`src/rtl/dps_strap_ctrl.sv`:
```
// Debug pad-group strap sequencer: debounces mode/boot straps, holds reset, steers DPS pad mux.
// Optional build macro STRAP_OVERRIDE_EN adds override_* inputs used at the latch point.
module dps_strap_ctrl #(
    parameter int DebounceCycles = 1024,
    parameter int HoldCycles     = 16
) (
    input  logic       clk_i,
    input  logic       rst_ni,
    input  logic       strap_spi_i,
    input  logic       strap_boot_i,
    input  logic       relatch_req_i,
`ifdef STRAP_OVERRIDE_EN
    input  logic       override_en_i,
    input  logic       override_spi_i,
    input  logic       override_boot_i,
`endif
    output logic       mode_spi_o,
    output logic       bootstrap_o,
    output logic       straps_valid_o,
    output logic       jtag_en_o,
    output logic       spi_en_o,
    output logic       sys_rst_no,
    output logic [1:0] state_o
);

    localparam int DbW   = (DebounceCycles > 1) ? $clog2(DebounceCycles) : 1;
    localparam int HoldW = (HoldCycles > 1) ? $clog2(HoldCycles) : 1;

    localparam logic [DbW-1:0]   DbLast   = DbW'(DebounceCycles - 1);
    localparam logic [HoldW-1:0] HoldLast = HoldW'(HoldCycles - 1);

    localparam logic [1:0] ST_IDLE   = 2'd0;
    localparam logic [1:0] ST_SAMPLE = 2'd1;
    localparam logic [1:0] ST_HOLD   = 2'd2;
    localparam logic [1:0] ST_RUN    = 2'd3;

    logic [1:0]       sync_q1;
    logic [1:0]       sync_q2;
    logic [1:0]       pair_prev;
    logic             pair_same;
    logic [1:0]       latch_pair;

    logic [1:0]       state_q;
    logic [1:0]       state_d;
    logic [DbW-1:0]   db_cnt_q;
    logic [DbW-1:0]   db_cnt_d;
    logic [HoldW-1:0] hold_cnt_q;
    logic [HoldW-1:0] hold_cnt_d;
    logic             latch_en;
    logic             run_enter;
    logic             run_exit;

    // {spi,boot} travel together so both bits debounce as one pair
    always_ff @(posedge clk_i or negedge rst_ni) begin
        if (!rst_ni) begin
            sync_q1   <= 2'b00;
            sync_q2   <= 2'b00;
            pair_prev <= 2'b00;
        end else begin
            sync_q1   <= {strap_spi_i, strap_boot_i};
            sync_q2   <= sync_q1;
            pair_prev <= sync_q2;
        end
    end

    assign pair_same = (sync_q2 == pair_prev);

`ifdef STRAP_OVERRIDE_EN
    assign latch_pair = override_en_i ? {override_spi_i, override_boot_i}
                                      : sync_q2;
`else
    assign latch_pair = sync_q2;
`endif

    always_comb begin
        state_d    = state_q;
        db_cnt_d   = db_cnt_q;
        hold_cnt_d = hold_cnt_q;
        latch_en   = 1'b0;
        run_enter  = 1'b0;
        run_exit   = 1'b0;
        case (state_q)
            ST_IDLE: begin
                state_d  = ST_SAMPLE;
                db_cnt_d = '0;
            end
            ST_SAMPLE: begin
                if (relatch_req_i || !pair_same) begin
                    db_cnt_d = '0;
                end else if (db_cnt_q == DbLast) begin
                    latch_en   = 1'b1;
                    state_d    = ST_HOLD;
                    hold_cnt_d = '0;
                end else begin
                    db_cnt_d = db_cnt_q + DbW'(1);
                end
            end
            ST_HOLD: begin
                if (relatch_req_i) begin
                    state_d  = ST_SAMPLE;
                    db_cnt_d = '0;
                end else if (hold_cnt_q == HoldLast) begin
                    state_d   = ST_RUN;
                    run_enter = 1'b1;
                end else begin
                    hold_cnt_d = hold_cnt_q + HoldW'(1);
                end
            end
            ST_RUN: begin
                if (relatch_req_i) begin
                    state_d  = ST_SAMPLE;
                    db_cnt_d = '0;
                    run_exit = 1'b1;
                end
            end
            default: begin
                state_d = ST_IDLE;
            end
        endcase
    end

    always_ff @(posedge clk_i or negedge rst_ni) begin
        if (!rst_ni) begin
            state_q    <= ST_IDLE;
            db_cnt_q   <= '0;
            hold_cnt_q <= '0;
        end else begin
            state_q    <= state_d;
            db_cnt_q   <= db_cnt_d;
            hold_cnt_q <= hold_cnt_d;
        end
    end

    always_ff @(posedge clk_i or negedge rst_ni) begin
        if (!rst_ni) begin
            mode_spi_o  <= 1'b0;
            bootstrap_o <= 1'b0;
        end else if (latch_en) begin
            mode_spi_o  <= latch_pair[1];
            bootstrap_o <= latch_pair[0];
        end
    end

    // Leaving RUN drops both enables at once so the pads are never double-driven
    always_ff @(posedge clk_i or negedge rst_ni) begin
        if (!rst_ni) begin
            sys_rst_no     <= 1'b0;
            straps_valid_o <= 1'b0;
            jtag_en_o      <= 1'b0;
            spi_en_o       <= 1'b0;
        end else if (run_enter) begin
            sys_rst_no     <= 1'b1;
            straps_valid_o <= 1'b1;
            jtag_en_o      <= ~mode_spi_o;
            spi_en_o       <= mode_spi_o;
        end else if (run_exit) begin
            sys_rst_no     <= 1'b0;
            straps_valid_o <= 1'b0;
            jtag_en_o      <= 1'b0;
            spi_en_o       <= 1'b0;
        end
    end

    assign state_o = state_q;

endmodule

```
`config.mk`:
```
export PLATFORM = sky130hd
export DESIGN_NAME = dps_strap_ctrl
export DESIGN_NICKNAME = d
export VERILOG_FILES = /design/src/rtl/dps_strap_ctrl.sv
export SDC_FILE = /design/constraint.sdc
export NUM_CORES = 1
export LEC_CHECK = 0
export CORE_MARGIN = 5
export CORE_UTILIZATION = 25
export CTS_CLUSTER_DIAMETER = 60
export CTS_CLUSTER_SIZE = 16
export DETAILED_ROUTE_END_ITERATION = 10
export GPL_TIMING_DRIVEN = 0
export PLACE_DENSITY_LB_ADDON = 0.25
export SLEW_MARGIN = 20
export SYNTH_ARGS = -nofsm -noshare
export SYNTH_HDL_FRONTEND = slang
export SYNTH_SLANG_ARGS = --single-unit
```
`constraint.sdc`:
```
create_clock -name clk_i -period 5.15 [get_ports clk_i]
set_clock_uncertainty 0.2 [all_clocks]
set_input_delay 1.2875 -clock clk_i [delete_from_list [all_inputs] [get_ports clk_i]]
set_output_delay 1.2875 -clock clk_i [all_outputs]
set_load 0.005 [all_outputs]
```
Yosys cells after proc, flatten, opt, wreduce, memory -nomap -nowiden

Cells that the tools add are included.

Bits in registers: 27
Bits of input ports: 5
Output and inout bits: 8
Word-level logic and storage cells: 64

Add/sub/neg operators: 2
Equality and inequality tests: 14
Multiplexer cells: 27
Bitwise operators: 1
Reduce and logical (&&, ||, !) cells: 9

Operator list:

| kind                    | count |
|---|---|
| $mux W10                | 3 |
| $pmux W10 S3            | 1 |
| $mux W4                 | 4 |
| $mux W1                 | 12 |
| $add A10 B1 Y10 const B | 1 |
| $eq A10 B10 Y1 const B  | 1 |
| $mux W2                 | 5 |
| $ne A2 B2 Y1 const B    | 5 |
| $pmux W2 S4             | 1 |
| $pmux W4 S2             | 1 |
| $ne A3 B3 Y1 const B    | 2 |
| $reduce_and A5 Y1       | 1 |
| $add A4 B1 Y4 const B   | 1 |
| $eq A2 B2 Y1 const B    | 2 |
| $eq A4 B4 Y1 const B    | 1 |
| $reduce_and A4 Y1       | 1 |
| $reduce_bool A2 Y1      | 2 |
| $eq A2 B1 Y1 const B    | 1 |
| $eq A2 B2 Y1            | 1 |
| $logic_not A2 Y1        | 1 |
| $ne A2 B1 Y1 const B    | 1 |
| $reduce_and A2 Y1       | 1 |
| $reduce_or A2 Y1        | 1 |
| $logic_not A1 Y1        | 1 |
| 2 further kinds         | 2 |

Longest topological paths before layout

Depth after elaboration: 5
Depth in mapped cells: 8
Mapped depth without buffers: 7

Least setup slack after synthesis

Ideal clock, no wire load.

Path kind: input to register
Start: input relatch_req_i
End: register db_cnt_q[0]
Library setup time: 0.125 ns
Data arrival time: 2.281 ns
Required time: 4.825 ns
Setup slack: 2.544 ns
Cell stages on the path: 5
Buffers on the path: 2
Path through: clkbuf_2 -> or2_2 -> clkbuf_1 -> o21ai_0 -> mux2_2

Word-level cells in the longest chain between the ends: 3
Elaborated cells on any way between the ends: 6
Classes of those cells: eq/ne (2); mux (2); reduce/logical (2)

RTL lines:

| what                                                     | RTL line | source |
|---|---|---|
| start: declaration                                       | 11       | `input logic relatch_req_i,` |
| $logic_or A1 B1 Y1                                       | 88       | `if (relatch_req_i \|\| !pair_same) begin` |
| $mux W10 / $ne A3 B3 Y1 (equally long branches)          | --       |  |
| $pmux W10 S3 / $reduce_and A2 Y1 (equally long branches) | --       |  |
| end signal: assignment                                   | 129      | `db_cnt_q <= db_cnt_d;` |
| end: declaration                                         | 45       | `logic [DbW-1:0] db_cnt_q;` |

Parallel ways exist; a longest one is shown, timed or not.
A chain may end at the register's enable or synchronous reset.

Worst setup path after layout

Start: register state_q[0] (netlist: state_o[0])
End: output state_o[0]

RTL lines:

| what                     | RTL line | source |
|---|---|---|
| start: declaration       | 43       | `logic [1:0] state_q;` |
| start signal: assignment | 128      | `state_q <= state_d;` |
| end: declaration         | 23       | `output logic [1:0] state_o` |

No word-level cell between the ends.

==> impl_metrics.csv <==
group,metric,value,unit
synth,synth.distinct_cells,49,
sta,fin_ws,2391,ps
cells_and_area,layout_commonest_cell,"dfrtp_1",
synth,async_flop_share,100.0,%
floorplanning,pin_count,13,
critical_path,crit_buf_inv,1,
synth,ys_ff_latch,27,
sta,timing.final.crit_share,53.57,%
critical_path,critPathMaxFanout,6,
drt,wl,3135,microns
global_routing,grt_usage,9.156,%
critical_path,end_kind,"primary output",
sta,fin_crit,2759,ps
critical_path,cp.required,3660,ps
drt,top_layer_used,"met4",
critical_path,startpoint_type,"flop",
global_routing,grt_pass1_wl,5526,microns
synth,avgSynthCellArea,9.993,sq um
global_routing,antenna_found_initial,0,
critical_path,crit_chain,"clkdlybuf4s50_1",
critical_path,crit_type,"reg -> out",
floorplanning,die_w,87.95,microns
placement,port_buffers,11,
global_routing,grt-ovfl-total,0,
cts,cts_num_sinks,27,
drt,drtPass1Iterations,4,
drt,drt-met1-wl,1600,microns
cts,hold_buffers,0,
placement,pre_cts_ws,2308,ps
cts,ctsResizeCount,0,
critical_path,critical_path.top_delay_family,"buffers and inverters",
power_and_ir_drop,max-vdd-ir-drop,0.1111,mV
sta,rsz0062_at_grt,"false",
sta,slew_headroom,59.48,%
drt,drtIter0Drc,48,
critical_path,crit_arrival,1270,ps
synth,syn-cell-area,1519,sq um
sta,setup_viol_count_final,0,
cts,htreeDepth,1,
cells_and_area,layout_common_cells,"dfrtp_1 (27), nand2_1 (13), a21oi_1 (11)",
drt,via_per_inst,4.860,
drt,ant_nets,0,
floorplanning,row_count,28,
flow_run,max_cap_viol_count,0,
global_routing,grt_start_max_net_pins,28,
outcome,outcome,"complete, no violations",
drt,routed-wl-met2,1389,microns
synth,syn_nets,163,
critical_path,slowest_delay,540,ps
cts,clock_tree.buffer_depth,2,
synth,ys_warn_count,0,
floorplanning,fp.dieArea,7734,sq um
synth,yosysSeqAreaShare,44.48,%
floorplanning,start_util,25.66,%
floorplanning,die_h,87.95,microns
sta,whs,152.9,ps
cts,clk_latency,280,ps
cells_and_area,drive_gt1_share,13.17,%
cells_and_area,fin_nets,179,
cells_and_area,diodes,0,
synth,syn_inst,152,
power_and_ir_drop,p_per_area,205.0,nW/um^2
cts,clock-root-buffer,"clkbuf_8",
sta,hold_viol_final,0,
drt,via_count,1176,
drt,drc,0,
placement,dp.final_hpwl,2226,microns
sta,fin_tns_setup,0,ps
global_routing,grt_pass1_vias,1135,
drt,dr_wl_met3,108,microns
cells_and_area,syn_to_final_growth,16.06,%
sta,slew_viol_final,0,
cts,tritoncts,"built",
critical_path,crit_path_top_delay_cell,"clkdlybuf4s50_1",
sta,fmax,362.5,MHz
hold_path,holdCritPathClass,"reg -> reg",
cts,postCtsSetupBuffers,0,
cts,cts_buffers,3,
power_and_ir_drop,p_leak,0.7324,nW
synth,synth_edf_count,0,
floorplanning,coreArea,5921,sq um
drt,wl_per_cell,12.95,microns
sta,worst_pin_slew,607.8,ps
synth,synth-main-ff-cell,"dfrtp_1",
cts,clk_pin_slew_worst_paths,90,ps
placement,gp_congestion,0.7391,
[state kept, by name, indices dropped and copies added (netlist names)]
name and flops:
db_cnt_q 10, hold_cnt_q 4, latch_pair 2, pair_prev 2, state_o 2, sync_q1 2, bootstrap_o 1, jtag_en_o 1
mode_spi_o 1, spi_en_o 1, sys_rst_no 1
[synth_stat cells (2+ instances only)]
cell type,number,area [sq um]
mux2_1,2,22.52
nand4_1,3,18.77
a21oi_1,11,55.05
buf_6,2,22.52
ha_1,6,75.07
nand2b_1,2,12.51
nor3_1,5,25.02
nand2_1,13,48.80
mux2i_1,4,40.04
nor2b_1,2,12.51
nor2_1,10,37.54
xnor2_1,2,17.52
a31oi_1,4,25.02
o21ai_0,10,50.05
inv_1,5,18.77
nand3_1,8,40.04
xor2_1,2,17.52
o311ai_0,2,17.52
and3_1,2,12.51
dfrtp_1,27,675.7
buf_2,2,10.01
[path summary, 6_finish.rpt]
check | startpoint | to | slack (ps) | cells after the start
setup reg to reg | state_o[0]$_DFFE_PN0P_ | db_cnt_q[0]$_DFFE_PN0P_ | 2920 | 7
setup / recovery | state_o[0]$_DFFE_PN0P_ | state_o[0] | 2390 | 1
hold reg to reg | sync_q1[1]$_DFF_PN0_ | latch_pair[1]$_DFF_PN0_ | 150 | 0
max in group asynchronous | rst_ni | mode_spi_o$_DFFE_PN0P_ | 3540 | 1
min in group asynchronous | rst_ni | db_cnt_q[2]$_DFFE_PN0P_ | 810 | 1
hold / removal | sync_q1[1]$_DFF_PN0_ | latch_pair[1]$_DFF_PN0_ | 150 | 0
[metrics by stage]
step           area (sq um)  total power [mW]  cells  util [%]
6_report               1763            0.3615    242     29.78
3_5_place_dp           1718            0.2434    238     29.02
5_1_grt                1763            0.3830    242     29.78
4_1_cts                1763            0.3718    242     29.78
3_3_place_gp           1723            0.2438    238     29.10
2_1_floorplan          1519            0.2341    152         -
[power by group]
part           total (mW)  internal, mW  switching, mW
logic              0.0210       0.00731         0.0137
clock network       0.123        0.0555         0.0676
registers           0.217         0.215        0.00245
[kinds of logic (layout without fill, tap and decap cells)]
kind of cell / after synthesis / after routing / synth area share (%)
AO/OA/AOI/OAI: 39 / 39 / 17.96
flip-flops: 27 / 27 / 44.48
XOR/XNOR: 4 / 4 / 2.307
adder cells (fa/ha/maj): 6 / 6 / 4.942
multiplexers: 7 / 7 / 4.860
AND/OR/NAND/NOR: 57 / 57 / 21.01
buffers and inverters: 12 / 27 / 4.448
[cell type report]
cell class,count,area (sq um)
Buffer,7,48.80
Clock buffer,4,45.04
Fill cell,617,4158
Inverter,5,18.77
Multi-Input combinational cell,113,775.7
Sequential cell,27,675.6
Tap cell,75,93.84
Timing Repair Buffer,11,105.1
[metal layers]
metal | vias up | GRT usage [%]
met5 | - | 0
met2 | 19 | 13.90
li1 | 589 | -
met3 | 4 | 2.728
met1 | 564 | 12.65
met4 | 0 | 2.510
Note: power is estimated with default switching activity, not from simulation.
